===== config.mk =====
export PLATFORM = sky130hd
export DESIGN_NAME = seg_scan_display_flat
export DESIGN_NICKNAME = d
export VERILOG_FILES = /design/src/rtl/seg_scan_display_if.sv /design/src/rtl/seg_scan_display.sv /design/src/flat_wrapper.sv
export SDC_FILE = /design/constraint.sdc
export NUM_CORES = 1
export LEC_CHECK = 0
export BUFFER_PORTS_ARGS = -buffer_cell sky130_fd_sc_hd__buf_2
export CAP_MARGIN = 10
export CELL_PAD_IN_SITES_DETAIL_PLACEMENT = 1
export CELL_PAD_IN_SITES_GLOBAL_PLACEMENT = 1
export CORE_AREA = 2 2 109 90
export DETAILED_ROUTE_END_ITERATION = 8
export DIE_AREA = 0 0 111 92
export PLACE_DENSITY_LB_ADDON = 0.1
export SETUP_SLACK_MARGIN = 0.02
export SYNTH_ARGS = -nofsm -noshare
export SYNTH_HDL_FRONTEND = slang
export SYNTH_SLANG_ARGS = --single-unit

===== constraint.sdc =====
create_clock -name clk -period 2.75 [get_ports clk]
set_input_delay 0.1375 -clock clk [delete_from_list [all_inputs] [get_ports clk]]
set_output_delay 0.1375 -clock clk [all_outputs]
set_load 0.1 [all_outputs]

===== src/rtl/seg_scan_display_if.sv =====
// Bus between a debug-word source and the 4-digit multiplexed 7-segment scanner.
// master drives the word/strobes; slave (the scanner) drives the display lines.
interface seg_scan_display_if;
  logic [31:0] data_in;
  logic        load;
  logic        page;
  logic [3:0]  sel_seg;
  logic [7:0]  out_data;
  logic        frame_done;

  modport master (
    output data_in, load, page,
    input  sel_seg, out_data, frame_done
  );

  modport slave (
    input  data_in, load, page,
    output sel_seg, out_data, frame_done
  );
endinterface


===== src/rtl/seg_scan_display.sv =====
// 4-digit hex scanner with per-slot blanking and frame-aligned shadow data.
// Optional macro SEG_LZ_SUPPRESS_EN blanks leading-zero digits 3..1.
module seg_scan_display #(
  parameter int DIV   = 50000,
  parameter int BLANK = 1000
) (
  input logic               clk,
  input logic               rst,
  seg_scan_display_if.slave bus
);

  localparam int CW = (DIV > 1) ? $clog2(DIV) : 1;
  localparam logic [CW-1:0] CNT_MAX   = CW'(DIV - 1);
  localparam logic [CW-1:0] BLANK_END = CW'(BLANK);

  logic [CW-1:0] cnt;
  logic [1:0]    digit;
  logic [31:0]   pending;
  logic [31:0]   shadow;
  logic          page_q;
  logic [3:0]    sel_seg_q;
  logic [7:0]    out_data_q;
  logic          frame_done_q;

  logic          slot_end;
  logic          frame_end;
  logic          blank;
  logic [15:0]   half;
  logic [3:0]    nibble;
  logic          lz_blank;
  logic [7:0]    lit_data;

  function automatic logic [6:0] hex7(input logic [3:0] v);
    logic [6:0] s;
    case (v)
      4'h0: s = 7'h40;
      4'h1: s = 7'h79;
      4'h2: s = 7'h24;
      4'h3: s = 7'h30;
      4'h4: s = 7'h19;
      4'h5: s = 7'h12;
      4'h6: s = 7'h02;
      4'h7: s = 7'h78;
      4'h8: s = 7'h00;
      4'h9: s = 7'h10;
      4'hA: s = 7'h08;
      4'hB: s = 7'h03;
      4'hC: s = 7'h46;
      4'hD: s = 7'h21;
      4'hE: s = 7'h06;
      default: s = 7'h0E;
    endcase
    return s;
  endfunction

  // Segment pattern for the current slot, built from the frame-stable shadow copy.
  always_comb begin
    slot_end  = (cnt == CNT_MAX);
    frame_end = slot_end && (digit == 2'd3);
    blank     = (cnt < BLANK_END);
    half      = page_q ? shadow[31:16] : shadow[15:0];
    nibble    = half[{digit, 2'b00} +: 4];
`ifdef SEG_LZ_SUPPRESS_EN
    lz_blank  = (digit != 2'd0) && ((half >> {digit, 2'b00}) == 16'h0000);
`else
    lz_blank  = 1'b0;
`endif
    lit_data  = {~(page_q && (digit == 2'd0)), hex7(nibble)};
    if (lz_blank) begin
      lit_data = 8'hFF;
    end
  end

  // A load on the boundary cycle bypasses pending so the new value is not a frame late.
  always_ff @(posedge clk) begin
    if (rst) begin
      cnt          <= '0;
      digit        <= 2'd0;
      pending      <= 32'h0;
      shadow       <= 32'h0;
      page_q       <= 1'b0;
      sel_seg_q    <= 4'hF;
      out_data_q   <= 8'hFF;
      frame_done_q <= 1'b0;
    end else begin
      cnt          <= slot_end ? '0 : cnt + 1'b1;
      if (slot_end) begin
        digit <= digit + 2'd1;
      end
      if (bus.load) begin
        pending <= bus.data_in;
      end
      if (frame_end) begin
        shadow <= bus.load ? bus.data_in : pending;
        page_q <= bus.page;
      end
      frame_done_q <= frame_end;
      sel_seg_q    <= blank ? 4'hF  : ~(4'b0001 << digit);
      out_data_q   <= blank ? 8'hFF : lit_data;
    end
  end

  assign bus.sel_seg    = sel_seg_q;
  assign bus.out_data   = out_data_q;
  assign bus.frame_done = frame_done_q;

endmodule


===== src/flat_wrapper.sv =====
// flat-port wrapper written by rule: the top's interface ports become plain ports
module seg_scan_display_flat 
#(
  parameter int DIV   = 50000,
  parameter int BLANK = 1000
)
  (clk, rst, bus_data_in, bus_load, bus_page, bus_sel_seg, bus_out_data, bus_frame_done);
  seg_scan_display_if bus_i ();
  input logic clk;
  input logic rst;
  input wire logic [$bits(bus_i.data_in)-1:0] bus_data_in;
  input wire logic [$bits(bus_i.load)-1:0] bus_load;
  input wire logic [$bits(bus_i.page)-1:0] bus_page;
  output wire logic [$bits(bus_i.sel_seg)-1:0] bus_sel_seg;
  output wire logic [$bits(bus_i.out_data)-1:0] bus_out_data;
  output wire logic [$bits(bus_i.frame_done)-1:0] bus_frame_done;
  assign bus_i.data_in = bus_data_in;
  assign bus_i.load = bus_load;
  assign bus_i.page = bus_page;
  assign bus_sel_seg = bus_i.sel_seg;
  assign bus_out_data = bus_i.out_data;
  assign bus_frame_done = bus_i.frame_done;
  seg_scan_display #(.DIV(DIV), .BLANK(BLANK)) u_core (.clk(clk), .rst(rst), .bus(bus_i));
endmodule

==> results.json, run 1 <==
{
  "status": "completed",
  "dpl.hpwl_mm": 6.29,
  "wire_per_inst_um": 15.8,
  "port_buffers": 48,
  "antenna_found_initial": 0,
  "seq_area_mm2": 0.00192,
  "fill_cells": 1032,
  "drtAntennaViolNets": 0,
  "grt_overflow": 0,
  "slew_headroom": 0.356,
  "yosysSeqAreaShare": 0.480,
  "via_per_inst": 5.17,
  "max_freq_mhz": 431,
  "period_minus_slack_ps": 2320,
  "rsz0062_at_grt": "no",
  "postCtsHoldBufs": 0,
  "grt_pass1_wl_mm": 14.9,
  "synth_area_leader_cell": "dfxtp_1",
  "h-tree-depth": 3,
  "vias": 2865,
  "critPathCaptureType": "flip-flop",
  "num_antenna_cells": 0,
  "row_count": 32,
  "clockBufferDepth": 2,
  "path_class": "flip-flop to flip-flop",
  "synth_area_leaders": "dfxtp_1 (48%), mux2i_1 (10%), nor2_1 (7.9%)",
  "synth.most_common_cell": "dfxtp_1",
  "clockRootBuffer": "clkbuf_16",
  "insertion_delay_ps": 340,
  "multiInputGateArea_mm2": 0.00190,
  "synth.distinct_cells": 46,
  "cts_buffers": 9,
  "io_pins": 49,
  "synthesis.area_mm2": 0.00400,
  "fp.dieH_um": 92,
  "start_util": 0.433,
  "crit_fanout": 5,
  "cap_violations": 0,
  "path_clk_slew_ps": 60,
  "hold_viol_final": 0,
  "ys_warn_count": 0,
  "fin_tns_setup_ps": 0,
  "avgSynthCellArea_um2": 10.4,
  "worstMarginPinSlew_ps": 965,
  "skew_ps": 5.38,
  "synth-seq-cells": 96,
  "dr.pass1.iters": 4,
  "slew_violations": 0,
  "syn_inst": 386,
  "area_growth_pct": 15.7,
  "p_total_mw": 2.78,
  "startpoint_type": "flip-flop",
  "drc": 0,
  "grt_use_total": 0.186,
  "gp_congestion": 0.773,
  "final_layout_size_suffix_gt1_frac": 0.246,
  "cts.sinks": 96,
  "synth-edff-count": 0,
  "p_per_area_mw_per_mm2": 599,
  "finalNetCount": 476,
  "synth_common_cells": "dfxtp_1 (96), nor2_1 (84), mux2i_1 (41)",
  "hold_path.class": "primary input to flip-flop",
  "fin_crit_sh": 0.843,
  "syn_nets": 432,
  "die-width_um": 111,
  "ys.flop_type": "dfxtp_1",
  "post-cts-setup-buffers": 0,
  "netlist.area_leader.share": 0.480,
  "dieArea_mm2": 0.0102,
  "core_mm2": 0.00925,
  "grt_max_degree": 48,
  "drt_wl_total_mm": 8.76,
  "drtIter0Drc": 156,
  "vdd_drop_max_mv": 0.407,
  "post_cts_resized": 0,
  "required_ps": 2990,
  "async_flop_share": 0,
  "setup_viol": 0,
  "leakage_nw": 1.84,
  "cp_data_arrival_time_ps": 2560,
  "cts_tree": "built",
  "grt_pass1_vias": 2963
}
[final cells by class]
type	instances	area share
tap	119	0.0321
clock inverter	4	0.00594
inverter	8	0.00648
multi-input combinational	256	0.411
clock buffer	12	0.0575
timing repair buffer	59	0.0724
sequential	96	0.415
[kinds of logic after synthesis]
| kind of cell | after synthesis | share of synthesized area |
|---|---|---|
| compound gates | 58 | 0.130 |
| xor+xnor | 13 | 0.0284 |
| fa+ha+maj | 10 | 0.0313 |
| buf+inv | 34 | 0.0447 |
| flops | 96 | 0.480 |
| mux | 49 | 0.142 |
| simple gates | 126 | 0.143 |
[worst paths after layout]
check / start / endpoint / slack, ps / depth (start not counted)
max: u_core.digit[0] / u_core.bus.out_data[0] / 430 / 7
min: bus_data_in[0] / u_core.pending[0] / 70 / 3
max reg2reg: u_core.digit[0] / u_core.bus.out_data[0] / 430 / 7
min reg2reg: u_core.cnt[0] / u_core.cnt[0] / 500 / 1
[metrics by stage]
stage | util | std cells | hold WS (ps) | cell area [µm²] | setup slack [ps]
2_1_floorplan | - | 386 | 285 | 4000 | 271
3_3_place_gp | 0.469 | 538 | 416 | 4340 | 514
3_5_place_dp | 0.469 | 538 | 423 | 4340 | 413
4_1_cts | 0.501 | 554 | 65.3 | 4630 | 385
5_1_grt | 0.501 | 554 | 76.6 | 4630 | 246
6_report | 0.501 | 554 | 72.7 | 4630 | 432
[flip-flops by register name, indices dropped and copies added (netlist names)]
name / count
u_core.bus.out_data: 8
u_core.page_q: 1
u_core.cnt: 16
u_core.shadow: 32
u_core.bus.frame_done: 1
u_core.digit: 2
u_core.bus.sel_seg: 4
u_core.pending: 32
[cells in the final DEF (no fill, tap or decap), types with 6 or more instances in the layout]
cell / instances
a211oi_1: 14
ha_1: 10
dfxtp_1: 96
inv_1: 8
buf_4: 10
buf_2: 48
clkbuf_16: 9
nand2_1: 12
o21ai_0: 6
mux4_2: 6
mux2i_1: 41
xor2_1: 9
nor2_1: 84
a211oi_2: 20
nand3_1: 6
[power by group]
part | switching [mW] | internal, mW
combinational | 0.0794 | 0.0528
sequential | 0.0111 | 1.42
clock | 0.525 | 0.686
total | 0.616 | 2.16
[worst max-delay path: stages, from the launching register on]
cell and delay [ps]:
dfxtp_1 480, mux4_2 540, mux2i_1 260, inv_1 140, ha_1 270, a211o_1 270, o31a_1 100, a21o_1 150
[per-layer routing]
metal	vias to the layer above	GRT usage	part of all wire
li1	1443	-	-
met5	-	0	0
met4	0	0.0500	0.0088
met2	51	0.291	0.44
met3	6	0.0489	0.037
met1	1365	0.256	0.51
No activity file was read; power rests on OpenSTA's default activity.
==> inputs of run 2 (changes only) <==
- CORE_AREA: 2 2 109 90 -> 2 2 114 94
- DIE_AREA: 0 0 111 92 -> 0 0 116 96
- clock period: 2.75 -> 2 ns (I/O delays scaled with it)
==> run 2 against run 1 <==
  * The run now ends with negative setup slack left
  * Clock-buffer cell count stayed put
  * Die area grew 9.0%
  * Clock power up 45%
  * Critical path type unchanged
  * Largest power group unchanged
==> results.json, run 2 (same netlist as run 1, synthesis figures left out) <==
{
  "clockBufferDepth": 2,
  "grt_pass1_vias": 2932,
  "gp_congestion": 0.821,
  "postCtsHoldBufs": 0,
  "hold_viol_final": 0,
  "preCtsSetupSlack_ps": -4.67,
  "num_antenna_cells": 0,
  "ff2ff_setup_slack_ps": -70,
  "violations": "negative setup slack",
  "path_clk_slew_ps": 70,
  "vdd_drop_max_mv": 0.547,
  "setup_viol": 6,
  "grt_pass1_wl_mm": 14.3,
  "drtIter0Drc": 173,
  "port_buffers": 48,
  "dp.cells": 574,
  "skew_ps": 11.2,
  "cap_violations": 0,
  "largestRegisters": "u_core.pending x32, u_core.shadow x32, u_core.cnt x16",
  "drc": 0,
  "via_per_inst": 5.00,
  "insertion_delay_ps": 350,
  "h-tree-depth": 3,
  "antenna_found_initial": 0,
  "crit_fanout": 5,
  "start_util": 0.401,
  "clockRootBuffer": "clkbuf_16",
  "dr.pass1.iters": 4,
  "row_count": 33,
  "fin_crit_sh": 1.03,
  "vias": 3059,
  "mostFrequentLayoutCells": "dfxtp_1 (91), nor2_1 (69), buf_2 (48)",
  "critPathCaptureType": "flip-flop",
  "cts_buffers": 9,
  "area_growth_pct": 33.0,
  "slew_violations": 0,
  "fin_tns_setup_ps": -161,
  "rsz0062_at_grt": "yes",
  "mostFrequentLayoutCell": "dfxtp_1",
  "grt_max_degree": 69,
  "p_total_mw": 3.92,
  "die-width_um": 116,
  "required_ps": 2230,
  "slew_headroom": 0.675,
  "dieArea_mm2": 0.0111,
  "dpl.hpwl_mm": 6.20,
  "wire_per_inst_um": 16.3,
  "final_layout_size_suffix_gt1_frac": 0.392,
  "drt_wl_total_mm": 9.97,
  "drtAntennaViolNets": 0,
  "hold_path.class": "primary input to flip-flop",
  "fp.dieH_um": 96,
  "holdWs_ps": 18.9,
  "cts_tree": "built",
  "cts.sinks": 96,
  "leakage_nw": 2.12,
  "core_mm2": 0.00999,
  "grt_use_total": 0.169,
  "multiInputGateArea_mm2": 0.00210,
  "cp_data_arrival_time_ps": 2300,
  "path_class": "flip-flop to flip-flop",
  "finalNetCount": 513,
  "io_pins": 49,
  "max_freq_mhz": 484,
  "period_minus_slack_ps": 2070,
  "fill_cells": 1125,
  "seq_area_mm2": 0.00193,
  "setup_ws_ps": -66.1,
  "p_per_area_mw_per_mm2": 737,
  "fin_cells": 612,
  "startpoint_type": "flip-flop",
  "status": "complete, but fails checks",
  "worstMarginPinSlew_ps": 492,
  "grt_overflow": 0
}
[run 2: cell types whose count changed in the layout (fill, tap and decap cells not counted), sizes merged]
cell      delta
buf         +31
clkbuf       +5
clkinvlp     -2
and2         +1
bufinv       +1
inv          +1
[run 2: per-layer routing]
layer / global-route usage / wire length [µm] / part of all wire
met4: 0.0536 / 111 / 0.011
met3: 0.0447 / 331 / 0.033
met1: 0.210 / 4620 / 0.46
met2: 0.286 / 4900 / 0.49
met5: 0 / 0 / 0
[run 2: power by group]
group / total [mW] / internal [mW] / leakage (nW) / switching (mW)
clock network: 1.76 / 1.04 / 0.149 / 0.721
registers: 1.97 / 1.95 / 0.784 / 0.0141
logic: 0.195 / 0.0813 / 1.19 / 0.113
[run 2: path summary, 6_finish.rpt]
| kind | from | endpoint | cells past startpoint |
|---|---|---|---|
| worst max-delay path | u_core.digit[0] | u_core.bus.out_data[0] | 7 |
| worst min-delay path | bus_page | u_core.page_q | 3 |
| worst max register to register | u_core.digit[0] | u_core.bus.out_data[0] | 7 |
| worst min register to register | u_core.pending[28] | u_core.pending[28] | 2 |
[run 2: timing repair]
action / CTS / global route
pin swaps: 2 / 23
cloned: 0 / 8
buffers inserted: 3 / 11
resized for setup: 2 / 52
setup endpoints to repair: 4 / 39
[run 2: through the flow]
stage	instance area, µm²	utilization
floorplan	4060	-
global placement	4570	0.458
detailed placement	4570	0.458
CTS	4910	0.491
global route	5320	0.533
finish	5320	0.533
[run 2: final cells by class]
class | instances | area share
Clock buffer | 12 | 0.0482
Clock inverter | 4 | 0.00964
Timing Repair Buffer | 95 | 0.146
Multi-Input combinational cell | 257 | 0.395
Tap cell | 140 | 0.0329
Inverter | 8 | 0.00564
Sequential cell | 96 | 0.363
[run 2: worst max-delay path, cell delays in order, from the launching register on]
cell and delay [ps]:
dfxtp_4 400, mux4_2 540, mux2i_4 240, inv_2 100
ha_4 170, a211o_1 240, o31a_1 110, a21o_1 150
==> inputs of run 3 (changes only) <==
- REMOVE_ABC_BUFFERS: unset -> 1
==> run 3 against run 2 <==
  * Sequential cell count unchanged
  * Hold slack better by 19 ps
  * Wire length decreased by 5.2%
  * Core utilization decreased by 1.4 points
  * The run still ends with negative setup slack left
  * Clock skew shrank 5.7 ps
  * Register-to-register slack better by 70 ps
  * Via count shrank 0.98%
  * Combinational power hardly changed
  * First-iteration DRC count down 23%
==> results.json, run 3 (same netlist as run 1, synthesis figures left out) <==
{
  "critPathCaptureType": "flip-flop",
  "fin_cells": 601,
  "period_minus_slack_ps": 2000,
  "cts_buffers": 9,
  "mostFrequentLayoutCell": "dfxtp_1",
  "r2r-start": "u_core.cnt[8]",
  "slowest_delay_ps": 560,
  "setup_viol": 1,
  "area_growth_pct": 29.5,
  "crit_fanout": 7,
  "ff2ff_setup_slack_ps": -0.8,
  "hold_path.class": "primary input to flip-flop",
  "fin_crit_sh": 1.00,
  "rsz0062_at_grt": "yes",
  "wire_per_inst_um": 15.7,
  "dp.cells": 573,
  "path_class": "flip-flop to flip-flop",
  "core_mm2": 0.00999,
  "cp_data_arrival_time_ps": 2260,
  "insertion_delay_ps": 340,
  "p_total_mw": 3.69,
  "dpl.hpwl_mm": 5.84,
  "drtIter0Drc": 133,
  "required_ps": 2260,
  "slew_violations": 0,
  "cts_tree": "built",
  "clockBufferDepth": 2,
  "clockRootBuffer": "clkbuf_16",
  "grt_pass1_vias": 3033,
  "postCtsHoldBufs": 0,
  "grt_overflow": 0,
  "die-width_um": 116,
  "startpoint_type": "flip-flop",
  "finalNetCount": 503,
  "gp_congestion": 0.782,
  "skew_ps": 5.53,
  "drc": 0,
  "hold_viol_final": 0,
  "grt_use_total": 0.171,
  "path_clk_slew_ps": 60,
  "r2r-end": "u_core.shadow[5]",
  "setup_ws_ps": -0.769,
  "rr_worst_depth": 6,
  "max_freq_mhz": 500,
  "worstPathCellList": "or4bb_4 > nor4_4 > and2_4 > clkbuf_16 > nor2_2 > a211oi_2",
  "dieArea_mm2": 0.0111,
  "start_util": 0.401,
  "critical-path-slowest-cell": "or4bb_4",
  "p_per_area_mw_per_mm2": 712,
  "mostFrequentLayoutCells": "dfxtp_1 (92), nor2_1 (73), buf_2 (48)",
  "via_per_inst": 5.04,
  "vias": 3029,
  "h-tree-depth": 3,
  "largestRegisters": "u_core.pending x32, u_core.shadow x32, u_core.cnt x16",
  "holdWs_ps": 38.1,
  "grt_pass1_wl_mm": 14.7,
  "fp.dieH_um": 96,
  "drtAntennaViolNets": 0,
  "row_count": 33,
  "critPathLaunch": "u_core.cnt[8]",
  "crit_end": "u_core.shadow[5]",
  "cap_violations": 0,
  "vdd_drop_max_mv": 0.489,
  "status": "complete, but fails checks",
  "worstMarginPinSlew_ps": 538,
  "grt_max_degree": 70,
  "port_buffers": 48,
  "drt_wl_total_mm": 9.45,
  "violations": "negative setup slack",
  "final_layout_size_suffix_gt1_frac": 0.375,
  "num_antenna_cells": 0,
  "io_pins": 49,
  "dr.pass1.iters": 4,
  "leakage_nw": 2.03,
  "antenna_found_initial": 0,
  "slew_headroom": 0.641,
  "cts.sinks": 96
}
## run 3: changes by cell type in the layout (fill, tap and decap cells not counted), moves of 2 or more
cell / change
buf_12: -2
a211oi_1: -6
nor2_2: +2
o21ai_1: +2
buf_4: -5
nor2_1: +4
buf_6: -4
nor2_4: -6
clkbuf_1: +2
o21ai_0: -2
clkbuf_8: -2
buf_16: +2
a211oi_2: +6
## run 3: stage by stage
step           cell area [µm²]  setup WS (ps)  setup TNS (ps)   util
6_report                  5180         -0.769          -0.769  0.519
5_1_grt                   5180           -109           -1930  0.519
4_1_cts                   4880          -21.1           -21.1  0.489
3_5_place_dp              4500           -332           -1600  0.450
3_3_place_gp              4500           -176            -908  0.450
2_1_floorplan             3850           -500           -6860      -
## run 3: worst min path at each step
stage	startpoint	endpoint	slack, ps	cells after the start
6_report	bus_data_in[10]	u_core.pending[10]	40	3
5_1_grt	bus_data_in[20]	u_core.pending[20]	50	3
4_1_cts	bus_data_in[2]	u_core.pending[2]	20	3
3_5_place_dp	bus_data_in[29]	u_core.pending[29]	380	3
3_3_place_gp	bus_data_in[29]	u_core.pending[29]	370	3
2_1_floorplan	rst	u_core.shadow[10]	160	1
## run 3: area by class of cell
type / instances / area (µm²)
clock buffers: 12 / 236
fillers: 1123 / 4810
well taps: 140 / 175
flip-flops and latches: 96 / 1930
multi-input cells: 256 / 2080
clock inverters: 3 / 20.0
inverters: 8 / 32.5
repair buffers: 86 / 709
## run 3: per-layer routing
metal,routed length [µm],global-route usage,vias up
met5,0,0,-
met4,128,0.0605,0
met3,325,0.0516,9
met2,4450,0.274,39
met1,4540,0.219,1484
li1,-,-,1497
## run 3: what timing repair did
item / CTS / global route
pin swaps: 3 / 32
cloned: 2 / 5
resized for setup: 16 / 47
setup endpoints to repair: 9 / 39
setup buffers: 3 / 3
## run 3: critical path, delay by kind of cell (launching register included)
| kind | cells | cell delay, ps |
|---|---|---|
| buffers and inverters | 1 | 200 |
| DFF | 1 | 350 |
| and+or+nand+nor | 4 | 1160 |
| AOI/OAI and AO/OA | 1 | 210 |
## run 3: report_power, final
group	internal (mW)	switching, mW	leakage (nW)
logic	0.0786	0.113	1.13
registers	1.95	0.0126	0.783
clock network	0.835	0.700	0.119
total	2.87	0.826	2.03
